[src/rtl/if_fetch_unit.sv]
// Instruction-fetch stage: owns the PC, runs the instruction-memory
// request handshake against a variable-latency memory, and loads the IF/ID
// pipeline register. A load-use stall (pc_write_i = 0) holds the PC and
// IF/ID, and an ack that arrives during a stall is parked in a one-entry
// skid buffer. A branch redirect bubbles IF/ID and discards any result
// that belongs to the old, wrong-path address.
module if_fetch_unit #(
  parameter int                ADDR_W   = 32,
  parameter logic [ADDR_W-1:0] RESET_PC = '0
) (
  input  logic              clk_i,
  input  logic              rst_i,
  input  logic              pc_write_i,
  input  logic              branch_taken_i,
  input  logic [ADDR_W-1:0] branch_target_i,
  output logic              imem_req_o,
  output logic [ADDR_W-1:0] imem_addr_o,
  input  logic              imem_ack_i,
  input  logic [31:0]       imem_data_i,
  output logic [31:0]       if_id_instr_o,
  output logic [ADDR_W-1:0] if_id_pc4_o,
  output logic              if_id_valid_o
);

  // FETCH: a request to pc is pending.
  // HOLD : the skid buffer is full and no request is issued.
  // DROP : a request to a stale address is in flight; its data is thrown away.
  typedef enum logic [1:0] {
    FETCH = 2'd0,
    HOLD  = 2'd1,
    DROP  = 2'd2
  } state_t;

  state_t            state_reg;
  logic [ADDR_W-1:0] pc_reg;
  logic [ADDR_W-1:0] tgt_reg;
  logic [31:0]       buf_instr_reg;
  logic [ADDR_W-1:0] buf_pc4_reg;
  logic [31:0]       if_id_instr_reg;
  logic [ADDR_W-1:0] if_id_pc4_reg;
  logic              if_id_valid_reg;

  logic [ADDR_W-1:0] pc_plus4;
  logic [ADDR_W-1:0] target_aligned;
  logic              unused_target_bits;

  // PC increment wraps naturally at 2^ADDR_W.
  assign pc_plus4       = pc_reg + ADDR_W'(4);
  // Redirect targets are forced to a word boundary.
  assign target_aligned = {branch_target_i[ADDR_W-1:2], 2'b00};
  // The low target bits are deliberately ignored.
  assign unused_target_bits = ^branch_target_i[1:0];

  // No request while reset is asserted, so an abandoned access is never re-issued.
  assign imem_req_o  = !rst_i && (state_reg != HOLD);
  assign imem_addr_o = {pc_reg[ADDR_W-1:2], 2'b00};

  assign if_id_instr_o = if_id_instr_reg;
  assign if_id_pc4_o   = if_id_pc4_reg;
  assign if_id_valid_o = if_id_valid_reg;

  // Fetch control, PC, redirect target, skid buffer and IF/ID register.
  always_ff @(posedge clk_i) begin
    if (rst_i) begin
      state_reg       <= FETCH;
      pc_reg          <= RESET_PC;
      tgt_reg         <= '0;
      buf_instr_reg   <= '0;
      buf_pc4_reg     <= '0;
      if_id_instr_reg <= '0;
      if_id_pc4_reg   <= '0;
      if_id_valid_reg <= 1'b0;
    end else begin
      case (state_reg)
        FETCH: begin
          if (branch_taken_i) begin
            // Redirect wins over stall: bubble now, drop any ack of the old address.
            if_id_instr_reg <= '0;
            if_id_pc4_reg   <= '0;
            if_id_valid_reg <= 1'b0;
            if (imem_ack_i) begin
              pc_reg <= target_aligned;
            end else begin
              // The old request is still outstanding; remember where to go.
              tgt_reg   <= target_aligned;
              state_reg <= DROP;
            end
          end else if (imem_ack_i) begin
            if (pc_write_i) begin
              if_id_instr_reg <= imem_data_i;
              if_id_pc4_reg   <= pc_plus4;
              if_id_valid_reg <= 1'b1;
              pc_reg          <= pc_plus4;
            end else begin
              // Stalled: park the word, stop requesting until the stall clears.
              buf_instr_reg <= imem_data_i;
              buf_pc4_reg   <= pc_plus4;
              state_reg     <= HOLD;
            end
          end else if (pc_write_i) begin
            if_id_instr_reg <= '0;
            if_id_pc4_reg   <= '0;
            if_id_valid_reg <= 1'b0;
          end
        end

        HOLD: begin
          if (branch_taken_i) begin
            // The parked word is wrong-path now.
            buf_instr_reg   <= '0;
            buf_pc4_reg     <= '0;
            if_id_instr_reg <= '0;
            if_id_pc4_reg   <= '0;
            if_id_valid_reg <= 1'b0;
            pc_reg          <= target_aligned;
            state_reg       <= FETCH;
          end else if (pc_write_i) begin
            // pc still names the parked instruction, so pc+4 equals buf_pc4.
            if_id_instr_reg <= buf_instr_reg;
            if_id_pc4_reg   <= buf_pc4_reg;
            if_id_valid_reg <= 1'b1;
            pc_reg          <= pc_plus4;
            state_reg       <= FETCH;
          end
        end

        DROP: begin
          if (branch_taken_i || pc_write_i) begin
            if_id_instr_reg <= '0;
            if_id_pc4_reg   <= '0;
            if_id_valid_reg <= 1'b0;
          end
          if (imem_ack_i) begin
            // Stale data retires here; a same-cycle redirect supersedes tgt.
            pc_reg    <= branch_taken_i ? target_aligned : tgt_reg;
            state_reg <= FETCH;
          end else if (branch_taken_i) begin
            tgt_reg <= target_aligned;
          end
        end

        default: begin
          state_reg <= FETCH;
        end
      endcase
    end
  end

endmodule

[config.mk]
export PLATFORM = sky130hd
export DESIGN_NAME = if_fetch_unit
export DESIGN_NICKNAME = d
export VERILOG_FILES = /design/src/rtl/if_fetch_unit.sv
export SDC_FILE = /design/constraint.sdc
export NUM_CORES = 1
export LEC_CHECK = 0
export CORE_AREA = 4 4 158 160
export DETAILED_ROUTE_END_ITERATION = 8
export DIE_AREA = 0 0 162 164
export MAX_ROUTING_LAYER = met4
export PLACE_DENSITY_LB_ADDON = 0.15
export SLEW_MARGIN = 20
export SYNTH_ARGS = -nofsm -noshare
export SYNTH_HDL_FRONTEND = slang
export SYNTH_SLANG_ARGS = --single-unit
[constraint.sdc]
create_clock -name clk_i -period 2.3 [get_ports clk_i]
set_clock_uncertainty 0.05 [all_clocks]
set_input_delay 0.575 -clock clk_i [delete_from_list [all_inputs] [get_ports clk_i]]
set_output_delay 0.575 -clock clk_i [all_outputs]
set_load 0.03 [all_outputs]
==> metrics.cfg <==
[worst_setup_path]
cp-end-kind=output pin
startpoint_type=register
critical_path_class=reg -> out
crit_start=pc_reg[24]
crit_fanout=7
reg2reg_depth=6
crit_required_ns=1.67
worstReg2RegStart=pc_reg[4]
r2r_slack_ns=0.13
worstPathArrival_ns=1.63

[synth]
synth_most_common_cell=dfxtp_1
synth_area_leaders=dfxtp_1, nor2_1, a21oi_1, nand2_1, a221oi_1
ys_seq_area_frac=0.439
netlist_area_um2=8890
syn_inst=1091
synth-edff-count=0
synth_top_area_frac=0.439
ys_seq_elements=195
synth_common_cells=dfxtp_1, nor2_1, nand2_1
yosysTopAreaCell=dfxtp_1
synthDistinctLibCells=68
ys_warn_count=0
ys.flop_type=dfxtp_1
avgSynthCellArea_um2=8.15
synthArstFlopShare=0

[timing]
maxSlewHeadroom=0.621
rsz0062_at_grt=no
min_period_ns=2.26
worst_slew_pin_slew_ns=0.565
fmax_ghz=0.443
setup_viol=0
drv_slew=0
hold_viol_final=0
setup_ws_ns=0.0441
post-route-period-util=0.981

[clock_tree]
clock_path_buffers=2
clkTransAtPathRegs_ns=0.08
clk_latency_ns=0.44
cts_hold_buf=0
htreeDepth=4
cts-root-buf=clkbuf_16
cts_buffers=17
cts_sinks=195
postCtsSetupBuffers=0
cts_tree=done

[power]
power.leakage_nw=4.82
power_density_nw_per_um2=704
p_total_mw=8.75
vdd_drop_max_mv=0.412

[grt]
grt_pass1_wl_mm=45.6
grt_max_degree=65
antenna_found_initial=0
grt_usage=0.220
grt_pass1_vias=8179
globalRouteOverflowTotal=0

[cells_and_area]
filler_cell_count=2303
area_growth_pct=39.7
final_cell_area_um2=12400
layout-drive-gt1-share=0.161
n_antenna_cell=0
nNetsFinal=1368
fin_util=0.531
final_cells=1626

[detailed_routing]
firstDrtPassIters=5
dr_total_vias=8845
ant_nets=0
wire_per_inst_um=17.7
drt-total-wl_mm=28.8
drt_iter0_markers=778
drc=0
via_per_inst=5.44

[die]
die_area_um2=26600
start_util=0.380
core_area_um2=23400
die_h_um=164
fp.dieW_um=162
rows=56
ios=167

[min_path]
whs_path_depth=2
hp-class=reg -> reg
hold_path_startpoint=tgt_reg[18]

[place]
numPortBuffers=162
gp_congestion=0.915
hpwl_mm=20.5
dp.cells=1594
place_area_um2=11700
dpl_worst_slack_ns=-0.179

[flow_run]
cap_violations=0

[outcome]
outcome=finished, final reports clean

==> metrics by stage <==
| stage | hold slack (ns) | TNS (ns) |
|---|---|---|
| 2_1_floorplan | 0.374 | 0 |
| 3_3_place_gp | 0.385 | -6.32 |
| 3_5_place_dp | 0.391 | -7.55 |
| 4_1_cts | 0.387 | 0 |
| 5_1_grt | 0.408 | 0 |
| 6_report | 0.404 | 0 |
==> worst max-delay path, cell delays in order (launching register included) <==
cell             delay [ns]
dfxtp_1                0.34
buf_4                  0.17
clkdlybuf4s50_1        0.68
==> cell usage in the layout, fill, tap and decap left out, drive strengths merged, types with 8 or more instances in the layout <==
master / Yosys / final
o2bb2ai: 8 / 8
or4: 8 / 8
o211ai: 9 / 9
nor3: 64 / 64
nand3: 19 / 19
a221oi: 47 / 47
dfxtp: 195 / 195
a22o: 8 / 8
a22oi: 46 / 46
xnor2: 14 / 14
clkdlybuf4s50: 0 / 137
buf: 21 / 128
dlygate4sd2: 0 / 12
nor4: 10 / 10
dlymetal6s2s: 0 / 10
clkbuf: 83 / 17
nand4: 19 / 19
and2: 8 / 8
nor2: 132 / 132
and3: 14 / 14
o21ai: 59 / 59
a21oi: 88 / 88
nand2: 112 / 112
inv: 13 / 20
a211oi: 18 / 18
==> cell families (layout without fill, tap and decap cells) <==
group	Yosys count	in the layout	share of synthesized area
mux	6	6	0.00689
compound gates	335	335	0.254
fa+ha+maj	5	5	0.00703
simple gates	413	413	0.223
flops	195	195	0.439
xor+xnor	19	19	0.0187
other cells	1	2	0.000422
buf+inv	117	332	0.0515
==> final timing paths <==
kind / endpoint
hold reg to reg: tgt_reg[18]
setup / recovery: imem_addr_o[24]
setup reg to reg: pc_reg[31]
hold / removal: tgt_reg[18]
==> power by group <==
part	internal (mW)	switching, mW	total (mW)
logic	0.816	1.09	1.90
clock network	1.67	1.49	3.16
registers	3.56	0.124	3.68
==> cell type report <==
cell class,instances,area (um2),area share
tap,319,399,0.0321
sequential,195,3910,0.314
multi-input combinational,780,4660,0.375
clock inverter,15,208,0.0167
timing repair buffer,287,2780,0.223
clock buffer,17,425,0.0342
inverter,13,48.8,0.00393
==> per-layer routing <==
layer	global-route usage	up-vias	wire length [um]
li1	-	4390	-
met3	0.0361	38	1590
met5	-	-	0
met4	0.0584	0	541
met1	0.321	4138	14400
met2	0.317	279	12200
==> repair_timing <==
action                     4_1_cts  5_1_grt
pin swaps                        0        1
gates resized for setup         13       30
gates cloned                     0        0
setup endpoints to repair       14       61
No activity file was read; power rests on OpenSTA's default activity.
